## src/rtl/imem_loader.sv

```systemverilog
// imem_loader: byte-stream program loader for instruction memory.
// Optional checksum byte enabled by IMEM_LOADER_CHECKSUM_EN.
module imem_loader #(
  parameter int ADDR_WIDTH = 32,
  parameter logic [ADDR_WIDTH-1:0] BASE_ADDR = '0,
  parameter int MAX_WORDS = 64
) (
  input  logic                  clk,
  input  logic                  reset,
  input  logic                  in_valid,
  input  logic [7:0]            in_data,
  output logic                  in_ready,
  input  logic                  restart,
  output logic                  imem_we,
  output logic [ADDR_WIDTH-1:0] imem_addr,
  output logic [31:0]           imem_wdata,
  output logic                  core_rstn,
  output logic                  done,
  output logic                  error
);

  localparam int IW = $clog2(MAX_WORDS + 1);

  typedef enum logic [2:0] {
    S_LEN   = 3'd0,
    S_DATA  = 3'd1,
    S_WRITE = 3'd2,
    S_DONE  = 3'd3,
    S_ERR   = 3'd4
`ifdef IMEM_LOADER_CHECKSUM_EN
    ,
    S_CSUM  = 3'd5
`endif
  } state_t;

  state_t state, state_n;

  logic [1:0]    bcnt;
  logic [IW-1:0] widx;
  logic [IW-1:0] cnt;
  logic [23:0]   shreg;
  logic [31:0]   word_n;
  logic [IW-1:0] widx_inc;
  logic          acc;
  logic          last_b;
  logic          last_w;
  logic          len_big;
  logic          rst_go;

`ifdef IMEM_LOADER_CHECKSUM_EN
  logic [7:0] xacc;
`endif

  assign acc      = in_valid & in_ready;
  assign last_b   = (bcnt == 2'd3);
  assign word_n   = {in_data, shreg};
  assign widx_inc = widx + 1'b1;
  assign last_w   = (widx_inc == cnt);
  assign len_big  = (word_n > 32'(MAX_WORDS));
  assign rst_go   = restart &
                    ((state == S_DONE) |
                     (state == S_ERR));

  always_ff @(posedge clk or negedge reset) begin
    if (!reset) state <= S_LEN;
    else        state <= state_n;
  end

  always_comb begin
    state_n  = state;
    in_ready = 1'b0;
    unique case (state)
      S_LEN: begin
        in_ready = 1'b1;
        if (acc && last_b) begin
          if (word_n == 32'd0)
            state_n = S_DONE;
          else if (len_big)
            state_n = S_ERR;
          else
            state_n = S_DATA;
        end
      end
      S_DATA: begin
        in_ready = 1'b1;
        if (acc && last_b)
          state_n = S_WRITE;
      end
      S_WRITE: begin
        if (!last_w)
          state_n = S_DATA;
        else
`ifdef IMEM_LOADER_CHECKSUM_EN
          state_n = S_CSUM;
`else
          state_n = S_DONE;
`endif
      end
`ifdef IMEM_LOADER_CHECKSUM_EN
      S_CSUM: begin
        in_ready = 1'b1;
        if (acc)
          state_n = (in_data == xacc) ?
                    S_DONE : S_ERR;
      end
`endif
      S_DONE, S_ERR: begin
        if (restart)
          state_n = S_LEN;
      end
      default: state_n = S_LEN;
    endcase
  end

  always_ff @(posedge clk or negedge reset) begin
    if (!reset) begin
      bcnt       <= '0;
      widx       <= '0;
      cnt        <= '0;
      shreg      <= '0;
      imem_we    <= 1'b0;
      imem_addr  <= BASE_ADDR;
      imem_wdata <= '0;
      done       <= 1'b0;
      error      <= 1'b0;
      core_rstn  <= 1'b0;
    end else if (rst_go) begin
      bcnt       <= '0;
      widx       <= '0;
      cnt        <= '0;
      shreg      <= '0;
      imem_we    <= 1'b0;
      imem_addr  <= BASE_ADDR;
      done       <= 1'b0;
      error      <= 1'b0;
      core_rstn  <= 1'b0;
    end else begin
      imem_we   <= (state == S_DATA) &
                   acc & last_b;
      done      <= (state_n == S_DONE);
      core_rstn <= (state_n == S_DONE);
      error     <= (state_n == S_ERR);
      if (acc) begin
        bcnt  <= bcnt + 1'b1;
        shreg <= word_n[31:8];
      end
      // N fits in IW bits whenever the load proceeds
      if (state == S_LEN && acc && last_b)
        cnt <= word_n[IW-1:0];
      if (state == S_DATA && acc && last_b)
        imem_wdata <= word_n;
      if (state == S_WRITE) begin
        widx      <= widx_inc;
        imem_addr <= imem_addr +
                     ADDR_WIDTH'(4);
      end
    end
  end

`ifdef IMEM_LOADER_CHECKSUM_EN
  always_ff @(posedge clk or negedge reset) begin
    if (!reset)
      xacc <= '0;
    else if (rst_go)
      xacc <= '0;
    else if (acc &&
             (state == S_LEN ||
              state == S_DATA))
      xacc <= xacc ^ in_data;
  end
`endif

endmodule
```

## config.mk

```make
export PLATFORM = sky130hd
export DESIGN_NAME = imem_loader
export DESIGN_NICKNAME = d
export VERILOG_FILES = /design/src/rtl/imem_loader.sv
export SDC_FILE = /design/constraint.sdc
export NUM_CORES = 1
export LEC_CHECK = 0
export ABC_AREA = 0
export CAP_MARGIN = 20
export CORE_MARGIN = 2
export CORE_UTILIZATION = 53
export DETAILED_ROUTE_END_ITERATION = 7
export PLACE_DENSITY = 0.76
export SLEW_MARGIN = 20
export SYNTH_ARGS = -nofsm -noshare
export SYNTH_HDL_FRONTEND = slang
export SYNTH_SLANG_ARGS = --single-unit
```

## constraint.sdc

```tcl
create_clock -name clk -period 1.94 [get_ports clk]
set_input_delay 0.388 -clock clk [delete_from_list [all_inputs] [get_ports clk]]
set_output_delay 0.388 -clock clk [all_outputs]
set_load 0.01 [all_outputs]
```

==> results.sh, run 1 <==
export IMPL_status="finished with violations"
export IMPL_failed_checks="negative hold slack"
export IMPL_route_vias_total=3704
export IMPL_core_area_sq_um=9110
export IMPL_synth_ff_type="dfrtp_1"
export IMPL_drt_pre_antenna_iters=4
export IMPL_min_period_ps=1830
export IMPL_residual_antenna_violating_net_count_after_detailed_routing=0
export IMPL_layout_setup_ws_ps=108
export IMPL_timing_max_transition_violations_final=0
export IMPL_postSynth_asyncResetShare_pct=100
export IMPL_crit_path_end_kind="register"
export IMPL_synth_edff_count=0
export IMPL_fin_nets=568
export IMPL_clock_latency_ps=380
export IMPL_initial_core_utilization_pct=54.0
export IMPL_first_global_vias=3630
export IMPL_synth_top_area_share_pct=55.0
export IMPL_min_delay_path_class="primary input to async pin"
export IMPL_instance_count_of_the_mapped_netlist=466
export IMPL_cts_tree="built"
export IMPL_layout_commonest_cell="dfrtp_1"
export IMPL_dp_slack_ps=-81.9
export IMPL_synth_top_area_cell="dfrtp_1"
export IMPL_routed_via_density=5.54
export IMPL_crit_path_start="state[2]"
export IMPL_syn_avg_cell_area_sq_um=10.5
export IMPL_cp_arrival_ps=2140
export IMPL_cap_viol_max_count=0
export IMPL_grt_pass1_wl_microns=17400
export IMPL_report_final_setup_viol=0
export IMPL_final_cell_mix="dfrtp_1, clkdlybuf4s50_1, nand2_1"
export IMPL_cts_htree_levels=3
export IMPL_final_wtd_congestion=0.868
export IMPL_setup_worst_path_class="register to register"
export IMPL_layout_core_utilization_pct=67.5
export IMPL_syn_area_sq_um=4910
export IMPL_worst_slew_pin_tran_ps=550
export IMPL_worstReg2RegStart="state[2]"
export IMPL_detailedPlacementHpwl_microns=7080
export IMPL_synth_top_cells_by_area="dfrtp_1, mux2_2, nand2_1, a21oi_1, xor2_1"
export IMPL_synth_seq_cells=108
export IMPL_crit_required_ps=2250
export IMPL_route_detailed_wl_per_inst_microns=15.4
export IMPL_drtIter0Drc=139
export IMPL_place_port_buffers=78
export IMPL_synth_seq_area_share_pct=55.0
export IMPL_max_clock_freq_mhz=546
export IMPL_totalNegativeSetupSlack_ps=0
export IMPL_drt_drc_violations_left=0
export IMPL_min_period_over_period_pct=94.4
export IMPL_gr_total_overflow=0
export IMPL_routed_wirelength_microns=10300
export IMPL_area_growth_pct=25.1
export IMPL_reg2regPathDepth=5
export IMPL_reg2reg_to="imem_addr[31]"
export IMPL_worst_clock_skew_ps=14.5
export IMPL_cts_buffers=9
export IMPL_crit_path_end="imem_addr[31]"
export IMPL_gr_usage_all_layers_pct=21.7
export IMPL_core_rowCount=35
export IMPL_post_cts_hold_buffer_count=0
export IMPL_yosys_warns=0
export IMPL_grt_start_max_net_pins=42
export IMPL_finalHoldViolations=16
export IMPL_vdd_drop_max_mv=0.554
export IMPL_clock_tree_buffer_depth=2
export IMPL_floorplan_io_pins=81
export IMPL_reg2reg_slack_ps=110
export IMPL_worst_setup_path_start_kind="register"
export IMPL_antenna_found_initial=0
export IMPL_clk_pin_slew_ps=110
export IMPL_clkSinkCount=108
export IMPL_static_leakage_power_nw=2.78
export IMPL_die_area_sq_um=10100
export IMPL_critical_path_max_fanout=11
export IMPL_relSlewSlack_pct=63.4
export IMPL_antenna_cells=0
export IMPL_cellPowerDensity_nw_per_um2=988
export IMPL_drive_gt1_share_pct=15.2
export IMPL_die_width_microns=100
export IMPL_fp_dieH_microns=100
export IMPL_synth_cell_type_count=46
export IMPL_grt_setup_unrepaired="false"
export IMPL_root_buffer="clkbuf_8"
export IMPL_finalHoldWorstSlack_ps=-3.34
[flip-flops by register name, summed over array words and instances, names as in the netlist, 2 cells and up]
signal and cells:
imem_wdata 32, imem_addr 30, cnt 7, bcnt 2
state 3, shreg 24, widx 7
[critical path, cell delays in order (launching register included)]
cell     delay (ps)
dfrtp_1         430
nor3b_4         260
and4_2          330
nand3_4         150
or4_1           430
a21oi_1         160
[cell usage after synthesis (2+ instances only)]
cell type and instances:
xnor2_1 11, buf_2 9, or3b_1 2, nor4_1 7
or3_1 9, nand2_1 73, a21oi_1 37, clkbuf_1 8
nor3_1 4, o31ai_1 2, a31oi_1 2, a211o_1 2
o21ai_1 3, dfrtp_1 108, ha_1 3, mux2_2 32
nand4_1 9, and3_1 5, o21ai_0 13, buf_4 9
nand3_1 13, nor2_1 42, and2_1 3, xor2_1 21
and4_1 5, mux2i_1 8, a211oi_1 2, inv_1 6
[worst min path at each step]
| stage | startpoint | endpoint | slack (ps) |
|---|---|---|---|
| after floorplan | reset | bcnt[0] | 90 |
| after global placement | reset | imem_wdata[6] | 420 |
| after detailed placement | reset | imem_wdata[6] | 410 |
| after CTS | reset | imem_addr[3] | 4 |
| after global routing | reset | imem_addr[3] | 40 |
| final | reset | imem_addr[3] | -3 |
[metrics by stage]
stage | cell area (sq um) | cells | power [mW] | hold slack [ps]
after floorplan | 4920 | 467 | 4.01 | 92.4
after global placement | 5940 | 653 | 4.72 | 415
after detailed placement | 5940 | 653 | 4.79 | 414
after CTS | 6130 | 669 | 6.10 | 3.78
after global routing | 6150 | 669 | 6.44 | 36.7
final | 6150 | 669 | 6.07 | -3.34
[per-layer routing]
layer	GRT usage, %	vias to the layer above	part of all wire (%)
li1	-	1766	-
met3	5.71	11	4.8
met1	30.5	1857	46
met2	34.0	70	48
met5	0	-	0
met4	5.69	0	1.1
[power by group]
part | leakage [nW] | internal [mW] | switching, mW
sequential | 1.47 | 2.69 | 0.493
combinational | 1.22 | 0.789 | 0.779
clock | 0.0903 | 0.497 | 0.829
[what timing repair did]
action	CTS	global route
pin swaps	0	0
setup endpoints to repair	1	5
resized for setup	1	5
buffers inserted	0	0
endpoints found under the hold margin	0	0
[kinds of logic after synthesis]
logic type / synth area share [%]
adder cells (fa/ha/maj): 0.764
AO/OA/AOI/OAI: 7.46
buffers and inverters: 3.89
multiplexers: 8.96
flip-flops: 55.0
other: 0.0763
AND/OR/NAND/NOR: 18.2
XOR/XNOR: 5.70
[cell type report]
cell class	count	area, sq um
fill	713	2960
tap	111	139
clock buffer	9	124
timing repair buffer	103	1040
clock inverter	7	63.8
sequential	108	2700
inverter	6	22.5
multi-input combinational	325	2060
Note: power is estimated with default switching activity, not from simulation.
==> run 2, diff against run 1 <==
--- a/config.mk
+++ b/config.mk
@@ -12,3 +12,3 @@
 export DETAILED_ROUTE_END_ITERATION = 7
-export PLACE_DENSITY = 0.76
+export PLACE_DENSITY = 0.78
 export SLEW_MARGIN = 20
==> constraint.sdc (replaced) <==
create_clock -name clk -period 1.94 [get_ports clk]
set_input_delay 0.194 -clock clk [delete_from_list [all_inputs] [get_ports clk]]
set_output_delay 0.194 -clock clk [all_outputs]
set_load 0.01 [all_outputs]
==> run 2 against run 1 <==
Effect of this change: the run now ends clean; critical path depth decreased by 2; power increased by 0.68%; via count increased by 0.54%; critical path type is now register to output pin; largest power group unchanged.
==> results.sh, run 2 (synthesis results as in run 1) <==
export IMPL_antenna_cells=0
export IMPL_cp_arrival_ps=1670
export IMPL_drive_gt1_share_pct=14.6
export IMPL_die_width_microns=100
export IMPL_root_buffer="clkbuf_8"
export IMPL_timing_max_transition_violations_final=0
export IMPL_antenna_found_initial=0
export IMPL_crit_path_end_kind="output pin"
export IMPL_gr_usage_all_layers_pct=22.6
export IMPL_p_comb_share_pct=25.5
export IMPL_report_final_setup_viol=0
export IMPL_cts_htree_levels=3
export IMPL_detailedPlacementHpwl_microns=7420
export IMPL_grt_setup_unrepaired="false"
export IMPL_routed_via_density=5.58
export IMPL_route_vias_total=3724
export IMPL_dp_slack_ps=144
export IMPL_drt_pre_antenna_iters=4
export IMPL_fin_nets=566
export IMPL_place_port_buffers=78
export IMPL_grt_start_max_net_pins=66
export IMPL_residual_antenna_violating_net_count_after_detailed_routing=0
export IMPL_worst_clock_skew_ps=14.4
export IMPL_min_period_ps=1860
export IMPL_status="complete, no violations"
export IMPL_intPower_mw=3.98
export IMPL_first_global_vias=3718
export IMPL_grt_pass1_wl_microns=18000
export IMPL_setup_worst_path_class="register to output pin"
export IMPL_cap_viol_max_count=0
export IMPL_post_route_cell_area_sq_um=6100
export IMPL_cellPowerDensity_nw_per_um2=1000
export IMPL_slowest_delay_ps=560
export IMPL_initial_core_utilization_pct=54.0
export IMPL_clkSinkCount=108
export IMPL_place_inst=650
export IMPL_layout_top_registers="imem_wdata (32), imem_addr (30), shreg (24)"
export IMPL_totalNegativeSetupSlack_ps=0
export IMPL_cts_tree="built"
export IMPL_clock_latency_ps=380
export IMPL_finalHoldViolations=0
export IMPL_area_growth_pct=24.1
export IMPL_static_leakage_power_nw=2.77
export IMPL_gr_total_overflow=0
export IMPL_total_switching_power_mw=2.13
export IMPL_worst_setup_path_start_kind="register"
export IMPL_min_period_over_period_pct=96.1
export IMPL_final_wtd_congestion=0.871
export IMPL_floorplan_io_pins=81
export IMPL_cts_buffers=9
export IMPL_crit_path_top_delay_cell="clkdlybuf4s50_1"
export IMPL_drtIter0Drc=162
export IMPL_final_cell_mix="dfrtp_1, clkdlybuf4s50_1, nand2_1"
export IMPL_seq_power_share_pct=52.1
export IMPL_max_clock_freq_mhz=536
export IMPL_clk_pin_slew_ps=110
export IMPL_largest_register_ff_count=32
export IMPL_most_flops_register="imem_wdata"
export IMPL_placedInstanceArea_sq_um=5880
export IMPL_core_area_sq_um=9110
export IMPL_worstPathCellList="buf_4 -> nor2_2 -> clkdlybuf4s50_1"
export IMPL_vdd_drop_max_mv=0.557
export IMPL_layout_commonest_cell="dfrtp_1"
export IMPL_core_rowCount=35
export IMPL_routed_wirelength_microns=10600
export IMPL_clock_tree_buffer_depth=2
export IMPL_fp_dieH_microns=100
export IMPL_critical_path_max_fanout=9
export IMPL_clock_power_share_pct=22.5
export IMPL_min_delay_path_class="primary input to async pin"
export IMPL_route_detailed_wl_per_inst_microns=15.9
export IMPL_die_area_sq_um=10100
export IMPL_crit_required_ps=1750
export IMPL_switching_share_pct=34.9
export IMPL_finish_cell_count_without_fillers=667
export IMPL_drt_drc_violations_left=0
export IMPL_layout_setup_ws_ps=75.7
run 2: cell types whose count changed in the layout (fill, tap and decap cells not counted), sizes merged:
cell	previous run	this run
buf	26	23
clkdlybuf4s50	76	77
clkinv	1	3
clkinvlp	2	0
dlygate4sd2	1	0
dlygate4sd3	0	1
run 2: power by group through the flow:
stage / Combinational (mW) / Sequential, mW / Clock (mW)
after floorplan: 0.866 / 3.15 / 0
after global placement: 1.52 / 3.21 / 0
after detailed placement: 1.56 / 3.22 / 0
after CTS: 1.57 / 3.18 / 1.40
after global routing: 1.76 / 3.26 / 1.47
final: 1.56 / 3.18 / 1.37
run 2: critical path, delay by kind of cell (launching register included):
family	cells	cell delay, ps
buf+inv	2	740
simple gates	1	150
flops	1	410
run 2: worst paths after layout:
| check | cells past startpoint | start | slack, ps | end |
|---|---|---|---|---|
| max | 3 | state[2] | 80 | in_ready |
| min | 2 | reset | 200 | cnt[2] |
| max reg2reg | 5 | state[2] | 110 | imem_addr[31] |
| min reg2reg | 1 | imem_wdata[10] | 520 | imem_wdata[10] |
| max in group asynchronous | 3 | reset | 1100 | imem_addr[18] |
| min in group clk | 3 | in_data[6] | 400 | shreg[22] |
run 2: area by class of cell:
| cell class | instances | area, sq um |
|---|---|---|
| Inverter | 6 | 22.5 |
| Multi-Input combinational cell | 325 | 2040 |
| Sequential cell | 108 | 2700 |
| Tap cell | 111 | 139 |
| Timing Repair Buffer | 101 | 991 |
| Clock inverter | 7 | 76.3 |
| Fill cell | 726 | 3010 |
| Clock buffer | 9 | 124 |
run 2: what timing repair did:
action / CTS / global route
setup endpoints to repair: 0 / 2
hold endpoints to repair: 44 / 0
buffers inserted: 0 / 0
resized for setup: 0 / 3
hold buffers: 1 / 0
run 2: routing by layer:
layer | routed length [microns] | GRT usage [%] | share of wire (%)
met5 | 0 | 0 | 0
met3 | 654 | 5.99 | 6.2
met4 | 118 | 5.90 | 1.1
met2 | 5230 | 36.4 | 49
met1 | 4620 | 30.6 | 44
run 2: through the flow:
stage | hold WS [ps] | util, % | power [mW]
2_1_floorplan | -102 | - | 4.01
3_3_place_gp | 69.4 | 64.6 | 4.72
3_5_place_dp | 66.8 | 64.6 | 4.79
4_1_cts | 206 | 66.9 | 6.15
5_1_grt | 221 | 67.0 | 6.49
6_report | 200 | 67.0 | 6.11
==> run 3, diff against run 2 <==
HOLD_SLACK_MARGIN = 0.15   (was not set)
SLEW_MARGIN = not set   (was 20)
==> results of run 3 <==
Same layout as run 2: the final DEF is identical, and so are final timing and power.
